<file path="config.mk">
export PLATFORM = sky130hd
export DESIGN_NAME = fifo_stream_reader
export DESIGN_NICKNAME = d
export VERILOG_FILES = /design/src/rtl/fifo_stream_reader.sv
export SDC_FILE = /design/constraint.sdc
export NUM_CORES = 1
export LEC_CHECK = 0
export BUFFER_PORTS_ARGS = -buffer_cell sky130_fd_sc_hd__clkbuf_2
export CAP_MARGIN = 20
export CELL_PAD_IN_SITES_DETAIL_PLACEMENT = 0
export CELL_PAD_IN_SITES_GLOBAL_PLACEMENT = 2
export CORE_MARGIN = 1
export CORE_UTILIZATION = 29
export DETAILED_ROUTE_END_ITERATION = 10
export GPL_TIMING_DRIVEN = 0
export PLACE_DENSITY = 0.77
export SYNTH_ARGS = -nofsm -noshare
export SYNTH_HDL_FRONTEND = slang
export SYNTH_SLANG_ARGS = --single-unit
</file>
<file path="constraint.sdc">
create_clock -name i_clk -period 1.6 [get_ports i_clk]
set_input_delay 0.08 -clock i_clk [delete_from_list [all_inputs] [get_ports i_clk]]
set_output_delay 0.08 -clock i_clk [all_outputs]
set_load 0.05 [all_outputs]
</file>
<file path="src/rtl/fifo_stream_reader.sv">
// rtl/fifo_stream_reader.sv - FIFO read-side stage presenting a framed valid/ready stream
//
// Drains the FIFO read port into a 2-entry buffer that absorbs the FIFO's
// one-cycle read latency. The buffer is presented as a valid/ready stream.
// Every PKT_LEN-th accepted beat is flagged as last, and completed packets
// are counted.
//
// Ports:
//   i_clk         clock, all state changes on the rising edge
//   i_reset       asynchronous active-low reset
//   i_fifo_empty  FIFO empty flag
//   o_r_ready     FIFO pop request (combinational, depends on i_m_ready)
//   i_data_out    FIFO read data, valid the cycle after the popping edge
//   o_m_valid     stream word valid
//   i_m_ready     downstream accept
//   o_m_data      stream word (buffer head)
//   o_m_last      final beat of a packet
//   o_pkt_cnt     completed packet count, wraps modulo 2^16

module fifo_stream_reader #(
  parameter int WIDTH   = 32,
  parameter int PKT_LEN = 4
) (
  input  logic             i_clk,
  input  logic             i_reset,
  input  logic             i_fifo_empty,
  output logic             o_r_ready,
  input  logic [WIDTH-1:0] i_data_out,
  output logic             o_m_valid,
  input  logic             i_m_ready,
  output logic [WIDTH-1:0] o_m_data,
  output logic             o_m_last,
  output logic [15:0]      o_pkt_cnt
);

  localparam logic [15:0] LAST_BEAT = 16'(PKT_LEN - 1);

  logic [WIDTH-1:0] r_mem [0:1];
  logic             r_head;
  logic             r_tail;
  logic [1:0]       r_count;
  logic             r_rd_pend;
  logic [15:0]      r_beat;
  logic [15:0]      r_pkt_cnt;

  logic [1:0]       w_occ;
  logic             w_pop_out;
  logic             w_last_beat;

  // A word in flight from the FIFO already owns a buffer slot, so it is
  // counted as occupancy. r_rd_pend can only be set while occ < 2, or while
  // occ == 2 with a beat leaving, so occ never exceeds 2.
  assign w_occ       = r_count + {1'b0, r_rd_pend};
  assign w_pop_out   = o_m_valid & i_m_ready;
  assign w_last_beat = (r_beat == LAST_BEAT);

  // Popping when full is allowed only when a beat is leaving in the same
  // cycle. This creates a combinational path from i_m_ready to o_r_ready.
  // The path is what gives one word per cycle with a 2-entry buffer.
  assign o_r_ready = !i_fifo_empty &
                     ((w_occ < 2'd2) | ((w_occ == 2'd2) & w_pop_out));

  assign o_m_valid = (r_count != 2'd0);
  assign o_m_data  = r_mem[r_head];
  assign o_m_last  = o_m_valid & w_last_beat;
  assign o_pkt_cnt = r_pkt_cnt;

  always_ff @(posedge i_clk or negedge i_reset) begin
    if (!i_reset) begin
      for (int i = 0; i < 2; i++) begin
        r_mem[i] <= '0;
      end
      r_head    <= 1'b0;
      r_tail    <= 1'b0;
      r_count   <= 2'd0;
      r_rd_pend <= 1'b0;
      r_beat    <= 16'd0;
      r_pkt_cnt <= 16'd0;
    end else begin
      // o_r_ready already includes !i_fifo_empty, so it is exactly "a pop occurs".
      r_rd_pend <= o_r_ready;

      if (r_rd_pend) begin
        r_mem[r_tail] <= i_data_out;
        r_tail        <= ~r_tail;
      end

      if (w_pop_out) begin
        r_head <= ~r_head;
        if (w_last_beat) begin
          r_beat    <= 16'd0;
          r_pkt_cnt <= r_pkt_cnt + 16'd1;
        end else begin
          r_beat <= r_beat + 16'd1;
        end
      end

      r_count <= r_count + {1'b0, r_rd_pend} - {1'b0, w_pop_out};
    end
  end

endmodule

</file>
==> impl_results.md, run 1 <==
- Hpwl dp: 6510 um
- F_max: 544 MHz
- 1st-iter DRT viols: 82
- Antenna violations before repair: 0
- CP required: 1.52 ns
- Main combinational cell family by area after synthesis: multiplexers
- Setup Skew: 0.00653 ns
- Number of global-route vias before repair: 3,365
- Seq/Total Area, Yosys: 55.9%
- RSZ-0062 raised after global routing: yes
- Fillcell total: 1,359
- Met3 WL: 420 um
- Number of buffers added on ports: 86
- Met2 wire len: 5210 um
- Critical setup path kind: reg2out
- First-pass DRT Iterations: 4
- # clock sinks: 101
- Area occupied by multi-input gates: 0.00220 sq mm
- Final Hold Vio Count: 0
- Vias/cell: 4.63
- Synth Area in Adders: 1.11%
- CP max stage cell: dfrtp_1
- CTS tree: built
- DR vias: 3,164
- Slowest cell delay on critical path: 0.39 ns
- Post-synthesis compound-gate area fraction: 0.498%
- Clk Tree Root Cell: clkbuf_16
- H-Tree Depth: 3
- Pin count of the biggest net entering global routing: 60
- Slew Limit Fails: 0
- XOR/XNOR Fraction of Synth Area: 6.20%
- Initial cell density of the core: 29.7%
- Max_slew headroom: 55.2%
- Status: finished with violations
- Hold Slack: 0.217 ns
- Clk slew on worst S/H paths: 0.07 ns
- Actual slew at the worst max-slew pin: 0.666 ns
- Flops & latches, synth: 101
- Post-Syn Instances: 334
- Arrival @ worst endpoint: 1.76 ns
- Final period utilization: 115%
- Final Critical Period: 1.84 ns
- Area delta synth->final: 51.9%
- Ratio of cells with drive above 1 in the final layout: 60.0%
- Worst-path maximum fanout: 3
- M1 wire length: 4620 um
- Die Y: 127 um
- Clk Latency, worst-skew pair: 0.35 ns
- Failing checks: negative setup slack
- EDFF count, synth: 0
- Yosys cell types: 33
- Total GRT Usage: 13.6%
- Max_cap viols: 0
- # nets final: 530
- First-pass GRT wire length: 17,100 um
- Crit end category: primary output
- DRC: 0
- Routability cong.: 0.760
- Commonest non-fill, non-tap cell in the layout: mux2_2
- Total routed wirelength: 10,400 um
- Post-route design area: 0.00687 sq mm
- Max Used Layer: met4
- Worst min-delay path category: in2reg
- CP startpoint kind: flop
- Total gr overflow: 0
- Ys Warns: 0
- # diodes: 0
- Routed Antenna Nets: 0
- Routed len/inst: 15.2 um
- Most frequent cells in the layout: 82 x mux2_2, 80 x dfrtp_1, 52 x clkbuf_2
- Bufs on Longest Clock Path: 2
- Pwr dens: 2200 mW/mm^2
- Total Power: 15.1 mW
- Syn avg cell area: 13.5 sq um
- Pleak: 3.16 nW
- Post-Synth Simple-Gate Area: 10.2%
- CP Cell Sequence: ha_4 > nor4b_4 > and4_4 > and2_4 > clkbuf_16
- Io pins: 87
- Async S/R FF share, synth: 100%
- Core area: 0.0152 sq mm
- Setup ws final: -0.240 ns
- Std cell rows: 45
- Synth Flop Type: dfrtp_1
- TritonCTS buffer count: 9
- Peak supply drop: 0.000990 V
- Critical path's top delay family: simple AND/OR/NAND/NOR gates
- Post-Route Utilization: 45.2%
- Netlist Area Pre-Place: 0.00452 sq mm
- Register Area: 0.00255 sq mm
- Placed Area: 0.00524 sq mm
- Mapped Nets: 374
- Reg2Reg Setup Slack: -0.16 ns
- Horiz. Die Dim: 127 um
- Final Setup Violations: 43
- Die area: 0.0161 sq mm
- Worst slack at placement: -0.339 ns
- Mux contribution to synthesized area: 24.2%
- Critical path buffers and inverters: 1
## path summary, 6_finish.rpt
path	start	to	cells past startpoint
max	r_beat[1]	o_m_last	5
min	i_m_ready	r_beat[1]	6
max reg2reg	r_beat[1]	o_pkt_cnt[8]	7
min reg2reg	o_pkt_cnt[15]	o_pkt_cnt[15]	1
max in group asynchronous	i_reset	o_pkt_cnt[6]	3
min in group asynchronous	i_reset	r_mem[39]	2
## flip-flops by register name, summed over array words and instances (netlist names)
name and count:
r_mem 64, r_count 2, r_rd_pend 1, r_beat 16, r_head 1, o_pkt_cnt 16, r_tail 1
## Yosys cell counts (3+ instances only)
master | n | area [sq um]
and3_1 | 3 | 18.8
buf_1 | 3 | 11.3
buf_2 | 4 | 20.0
clkbuf_1 | 7 | 26.3
dfrtp_1 | 101 | 2530
ha_1 | 4 | 50.1
inv_1 | 5 | 18.8
mux2_2 | 95 | 1070
nand2_1 | 18 | 67.6
nand3_1 | 14 | 70.1
nand4_1 | 5 | 31.3
nor2_1 | 7 | 26.3
nor3_1 | 11 | 55.1
nor4_2 | 3 | 37.5
xnor2_1 | 13 | 114
xor2_1 | 19 | 166
## kinds of logic after synthesis
logic type               count (synthesis)
flip-flops                             101
multiplexers                            97
AND/OR/NAND/NOR                         76
XOR/XNOR                                32
buffers and inverters                   20
AO/OA/AOI/OAI                            4
adder cells (fa/ha/maj)                  4
## timing repair
| item | in CTS | in global routing |
|---|---|---|
| buffers inserted | 13 | 12 |
| endpoints found under the hold margin | 107 | 0 |
| hold buffers | 34 | 0 |
| cloned | 2 | 0 |
| resized for setup | 112 | 89 |
| pin swaps | 6 | 24 |
| endpoints found under the setup margin | 120 | 86 |
## where the power goes
group          switching (mW)  total (mW)  internal [mW]
logic                    4.43        8.65           4.21
registers               0.613        4.19           3.58
clock network           0.985        2.30           1.32
## final cells by class
class / count / area share [%]
flip-flops and latches: 101 / 37.2
multi-input cells: 213 / 32.1
plain buffers: 13 / 2.20
clock buffers: 11 / 3.68
repair buffers: 147 / 20.2
clock inverters: 5 / 0.966
inverters: 5 / 0.273
well taps: 188 / 3.43
## per-stage QoR
stage,instances,setup TNS [ns]
finish,683,-2.23
global route,683,-5.26
CTS,672,-2.32
detailed placement,609,-19.32
global placement,608,-106.00
floorplan,334,0
## layer usage
| layer | vias up | global-route usage [%] |
|---|---|---|
| met1 | 1599 | 17.0 |
| met2 | 62 | 22.7 |
| met3 | 9 | 4.09 |
| met4 | 0 | 3.99 |
| met5 | - | 0 |
| li1 | 1494 | - |
## tightest hold or removal path, stage by stage
cell      delay (ns)
clkbuf_2        0.10
o21ai_4         0.07
inv_2           0.05
buf_8           0.12
nand3_2         0.06
nand2_1         0.04
No activity file was read; power rests on OpenSTA's default activity.
==> run 2, diff against run 1 <==
==> constraint.sdc (replaced) <==
create_clock -name i_clk -period 1.6 [get_ports i_clk]
set_input_delay 0 -clock i_clk [delete_from_list [all_inputs] [get_ports i_clk]]
set_output_delay 0 -clock i_clk [all_outputs]
set_load 0.05 [all_outputs]
==> impl_results.md, run 2 (synthesized netlist as in run 1, its figures left out) <==
- # clock sinks: 101 (unchanged)
- Max_slew headroom: 64.3% (was 55.2%)
- Post-Route Utilization: 42.1% (was 45.2%)
- Reg2Reg Setup Slack: -0.11 ns (was -0.16 ns)
- CP required: 1.60 ns (was 1.52 ns)
- CP startpoint kind: flop (unchanged)
- Critical path's top delay family: simple AND/OR/NAND/NOR gates (unchanged)
- Slew Limit Fails: 0 (unchanged)
- GR Util met2: 22.3% (was 22.7%)
- Fillcell total: 1,431 (was 1,359)
- Die area: 0.0161 sq mm (unchanged)
- Pleak: 2.93 nW (was 3.16 nW)
- 1st-iter DRT viols: 76 (was 82)
- Final Critical Period: 1.77 ns (was 1.84 ns)
- Total Power: 13.6 mW (was 15.1 mW)
- Crit path from: r_beat[0] (was r_beat[1])
- Final Hold Vio Count: 0 (unchanged)
- Clk slew on worst S/H paths: 0.07 ns (about the same)
- Placed Area: 0.00523 sq mm (was 0.00524 sq mm)
- Area delta synth->final: 41.4% (was 51.9%)
- Ratio of cells with drive above 1 in the final layout: 57.5% (was 60.0%)
- Routability cong.: 0.722 (was 0.760)
- # nets final: 524 (was 530)
- CP Cell Sequence: ha_4 > nor4b_4 > and4_4 > and2_4 > clkbuf_16 (unchanged)
- Biggest register: r_mem (unchanged)
- Crit end category: primary output (unchanged)
- Post-route design area: 0.00639 sq mm (was 0.00687 sq mm)
- Routed Antenna Nets: 0 (unchanged)
- Placed cells: 609 (unchanged)
- Number of global-route vias before repair: 3,323 (was 3,365)
- Total GRT Usage: 13.4% (was 13.6%)
- Final Setup Violations: 13 (was 43)
- Arrival @ worst endpoint: 1.77 ns (was 1.76 ns)
- Worst min-delay path category: in2reg (unchanged)
- Failing checks: negative setup slack (unchanged)
- Met1 usage: 17.0% (about the same)
- Met3 Track Usage GR: 2.49% (was 4.09%)
- Critical setup path kind: reg2out (unchanged)
- Core area: 0.0152 sq mm (unchanged)
- Commonest non-fill, non-tap cell in the layout: mux2_2 (unchanged)
- Pwr dens: 2120 mW/mm^2 (was 2200 mW/mm^2)
- RSZ-0062 raised after global routing: yes (unchanged)
- Number of buffers added on ports: 86 (unchanged)
- Worst slack at placement: -0.243 ns (was -0.339 ns)
- Hold Slack: 0.184 ns (was 0.217 ns)
- Worst-path maximum fanout: 3 (unchanged)
- Slowest cell delay on critical path: 0.40 ns (was 0.39 ns)
- Bufs on Longest Clock Path: 2 (unchanged)
- Most frequent cells in the layout: 95 x mux2_2, 83 x dfrtp_1, 56 x clkbuf_2 (was 82 x mux2_2, 80 x dfrtp_1, 52 x clkbuf_2)
- Fin Setup TNS: -0.683 ns (was -2.23 ns)
- Std cell rows: 45 (unchanged)
- Post-Layout Cell Count: 677 (was 683)
- Final period utilization: 111% (was 115%)
- Max_cap viols: 0 (unchanged)
- Total gr overflow: 0 (unchanged)
- Die Y: 127 um (unchanged)
- Initial cell density of the core: 29.7% (unchanged)
- R2R Path Start: r_beat[0] (was r_beat[1])
- # diodes: 0 (unchanged)
- First-pass DRT Iterations: 4 (unchanged)
- F_max: 564 MHz (was 544 MHz)
- TritonCTS buffer count: 9 (unchanged)
- Setup Skew: 0.00951 ns (was 0.00653 ns)
- CP max stage cell: dfrtp_1 (unchanged)
- Antenna violations before repair: 0 (unchanged)
- Horiz. Die Dim: 127 um (unchanged)
- DRC: 0 (unchanged)
- Io pins: 87 (unchanged)
- Worst Hold Endpoint: r_beat[10] (was r_beat[1])
- R2R Path End: o_pkt_cnt[12] (was o_pkt_cnt[8])
- Hold Path Stages: 6 (unchanged)
- Clk Latency, worst-skew pair: 0.35 ns (about the same)
- Vias/cell: 4.59 (was 4.63)
- Max FFs per register: 64 (unchanged)
- Pin count of the biggest net entering global routing: 69 (was 60)
- Actual slew at the worst max-slew pin: 0.535 ns (was 0.666 ns)
- Grt peak-use layer: met2 (unchanged)
- Setup ws final: -0.172 ns (was -0.240 ns)
- Status: finished with violations (unchanged)
- Critical path buffers and inverters: 1 (unchanged)
- H-Tree Depth: 3 (unchanged)
- Hpwl dp: 6510 um (about the same)
- Worst hold start: i_m_ready (unchanged)
- Worst R2R Path Depth: 6 (was 7)
- Peak supply drop: 0.000860 V (was 0.000990 V)
- Clk Tree Root Cell: clkbuf_16 (unchanged)
- First-pass GRT wire length: 16,800 um (was 17,100 um)
- Total routed wirelength: 10,200 um (was 10,400 um)
- DR vias: 3,108 (was 3,164)
- Routed len/inst: 15.1 um (was 15.2 um)
- CTS tree: built (unchanged)
- Crit. path cell count: 5 (unchanged)
run 2: cell count changes in the layout (fill, tap and decap cells not counted), sizes merged:
cell      before  now
clkbuf        78   76
buf           59   55
inv            7    6
clkinvlp       1    2
run 2: worst max path at each step:
stage and endpoint:
6_report o_m_last, 3_5_place_dp o_m_data[30], 5_1_grt o_pkt_cnt[12], 4_1_cts o_m_last, 3_3_place_gp o_pkt_cnt[7], 2_1_floorplan o_m_last
run 2: layout make-up:
type | count | area [sq um] | area share [%]
Sequential cell | 101 | 2550 | 39.9
Multi-Input combinational cell | 213 | 2110 | 33.0
Clock inverter | 5 | 58.8 | 0.920
Buffer | 13 | 111 | 1.74
Timing Repair Buffer | 141 | 1070 | 16.7
Clock buffer | 11 | 243 | 3.80
Tap cell | 188 | 235 | 3.68
Inverter | 5 | 18.8 | 0.293
run 2: repair_timing:
item | in CTS | in global routing
setup buffers | 14 | 4
setup endpoints to repair | 116 | 77
cloned | 1 | 2
pin swaps | 12 | 11
endpoints found under the hold margin | 98 | 0
hold buffers | 34 | 0
resized for setup | 61 | 51
run 2: power breakdown:
| part | internal (mW) | switching [mW] |
|---|---|---|
| combinational | 3.05 | 4.15 |
| sequential | 3.57 | 0.573 |
| clock | 1.26 | 0.976 |
run 2: routing by layer:
metal	part of all wire (%)	vias up
met1	46	1559
met2	49	61
met5	0	-
met4	1.7	0
li1	-	1472
met3	3.0	16
run 2: tightest hold or removal path: cells and delay by family:
| kind | cells | cell delay (ns) |
|---|---|---|
| compound gates | 1 | 0.07 |
| xor+xnor | 1 | 0.05 |
| buf+inv | 2 | 0.24 |
| simple gates | 2 | 0.13 |
==> run 3, diff against run 2 <==
- CORE_UTILIZATION: 29 -> 34
- PLACE_DENSITY: 0.77 -> 0.87
==> impl_results.md, run 3 (synthesized netlist as in run 1, its figures left out) <==
- Status: finished with violations (unchanged)
- Failing checks: negative setup slack (unchanged)
- Critical path endpoint: o_m_last (unchanged)
- Setup ws final: -0.164 ns (was -0.172 ns)
- # nets final: 526 (was 524)
- Hold Slack: 0.165 ns (was 0.184 ns)
- # clock sinks: 101 (unchanged)
- Core area: 0.0128 sq mm (was 0.0152 sq mm)
- First-pass DRT Iterations: 4 (unchanged)
- Total gr overflow: 0 (unchanged)
- Pwr dens: 2110 mW/mm^2 (was 2120 mW/mm^2)
- Area occupied by multi-input gates: 0.00215 sq mm (was 0.00211 sq mm)
- Placed Area: 0.00521 sq mm (was 0.00523 sq mm)
- Max FFs per register: 64 (unchanged)
- CP startpoint kind: flop (unchanged)
- Worst R2R Path Depth: 6 (unchanged)
- Setup Skew: 0.00523 ns (was 0.00951 ns)
- DRC: 0 (unchanged)
- Die area: 0.0138 sq mm (was 0.0161 sq mm)
- Critical setup path kind: reg2out (unchanged)
- Arrival @ worst endpoint: 1.76 ns (was 1.77 ns)
- Clk slew on worst S/H paths: 0.07 ns (about the same)
- Actual slew at the worst max-slew pin: 0.566 ns (was 0.535 ns)
- Ratio of cells with drive above 1 in the final layout: 58.5% (was 57.5%)
- Max_slew headroom: 61.9% (was 64.3%)
- Crit end category: primary output (unchanged)
- Initial cell density of the core: 35.4% (was 29.7%)
- Number of global-route vias before repair: 3,333 (was 3,323)
- Antenna violations before repair: 0 (unchanged)
- CP required: 1.60 ns (about the same)
- R2R Path End: o_pkt_cnt[7] (was o_pkt_cnt[12])
- RSZ-0062 raised after global routing: yes (unchanged)
- # diodes: 0 (unchanged)
- Total routed wirelength: 10,100 um (was 10,200 um)
- Final period utilization: 110% (was 111%)
- DR vias: 3,174 (was 3,108)
- Horiz. Die Dim: 117 um (was 127 um)
- H-Tree Depth: 3 (unchanged)
- Std cell rows: 41 (was 45)
- Commonest non-fill, non-tap cell in the layout: mux2_2 (unchanged)
- Hpwl dp: 6490 um (was 6510 um)
- Max_cap viols: 0 (unchanged)
- Total Power: 13.6 mW (about the same)
- Area delta synth->final: 42.9% (was 41.4%)
- Reg2Reg Setup Slack: -0.14 ns (was -0.11 ns)
- TritonCTS buffer count: 9 (unchanged)
- Slew Limit Fails: 0 (unchanged)
- Routed Antenna Nets: 0 (unchanged)
- Fin Setup TNS: -1.38 ns (was -0.683 ns)
- Crit path from: r_beat[12] (was r_beat[0])
- Pleak: 3.00 nW (was 2.93 nW)
- Post-route design area: 0.00646 sq mm (was 0.00639 sq mm)
- Routability cong.: 0.782 (was 0.722)
- R2R Path Start: r_beat[12] (was r_beat[0])
- Worst min-delay path category: in2reg (unchanged)
- Post-Layout Cell Count: 661 (was 677)
- Total GRT Usage: 15.3% (was 13.4%)
- Vias/cell: 4.80 (was 4.59)
- CTS tree: built (unchanged)
- Final Hold Vio Count: 0 (unchanged)
- Pin count of the biggest net entering global routing: 69 (unchanged)
- Fillcell total: 1,117 (was 1,431)
- Clk Tree Root Cell: clkbuf_16 (unchanged)
- Worst-path maximum fanout: 4 (was 3)
- Number of buffers added on ports: 86 (unchanged)
- F_max: 567 MHz (was 564 MHz)
- Final Critical Period: 1.76 ns (was 1.77 ns)
- Post-Route Utilization: 50.6% (was 42.1%)
- First-pass GRT wire length: 16,800 um (about the same)
- Io pins: 87 (unchanged)
- Routed len/inst: 15.3 um (was 15.1 um)
- Worst slack at placement: -0.208 ns (was -0.243 ns)
- Die Y: 117 um (was 127 um)
- Register Area: 0.00255 sq mm (about the same)
- Bufs on Longest Clock Path: 2 (unchanged)
- 1st-iter DRT viols: 110 (was 76)
- Placed cells: 593 (was 609)
- Clk Latency, worst-skew pair: 0.34 ns (was 0.35 ns)
- Most frequent cells in the layout: 95 x mux2_2, 86 x dfrtp_1, 55 x clkbuf_2 (was 95 x mux2_2, 83 x dfrtp_1, 56 x clkbuf_2)
- Biggest register: r_mem (unchanged)
- Final Setup Violations: 17 (was 13)
- Peak supply drop: 0.000723 V (was 0.000860 V)
run 3: changes by cell type in the layout (fill, tap and decap cells not counted), moves of 4 or more:
cell,before,now
buf_2,20,4
nor3_2,5,1
clkbuf_4,6,27
nand3_2,1,5
run 3: worst min path at each step:
stage | cells after the start | start | slack, ns | end
after floorplan | 0 | i_reset | -0.30 | o_pkt_cnt[0]
after global placement | 2 | i_fifo_empty | 0.19 | r_rd_pend
after CTS | 6 | i_m_ready | 0.16 | r_beat[10]
after global routing | 6 | i_m_ready | 0.18 | r_beat[0]
final | 6 | i_m_ready | 0.16 | r_beat[0]
after detailed placement | 1 | i_reset | 0.03 | r_mem[7]
run 3: worst max-delay path: stages, from the launching register on:
cell and delay [ns]:
dfrtp_1 0.45, nor4b_4 0.37, and4_4 0.29, and2_4 0.15, clkbuf_16 0.15
run 3: repair_timing:
action	4_1_cts	5_1_grt
hold buffers	34	0
setup buffers	13	8
cloned	1	1
gates resized for setup	80	42
hold endpoints to repair	98	0
setup endpoints to repair	114	87
pin swaps	19	13
run 3: final cells by class:
cell class / instances / share of cell area [%]
plain buffers: 12 / 1.82
repair buffers: 144 / 17.4
well taps: 172 / 3.33
clock buffers: 9 / 3.49
inverters: 5 / 0.290
multi-input cells: 213 / 33.3
flip-flops and latches: 101 / 39.4
clock inverters: 5 / 0.949
run 3: where the power goes:
part	total [mW]	internal, mW	switching, mW
clock network	2.14	1.21	0.931
logic	7.32	3.11	4.21
registers	4.15	3.57	0.576
total	13.6	7.89	5.72
run 3: routing by layer:
metal	vias up	GRT usage (%)	routed length (um)
met5	-	0	0
met4	0	3.41	80
met3	6	4.86	424
met2	70	25.7	5210
met1	1626	19.3	4430
li1	1472	-	-
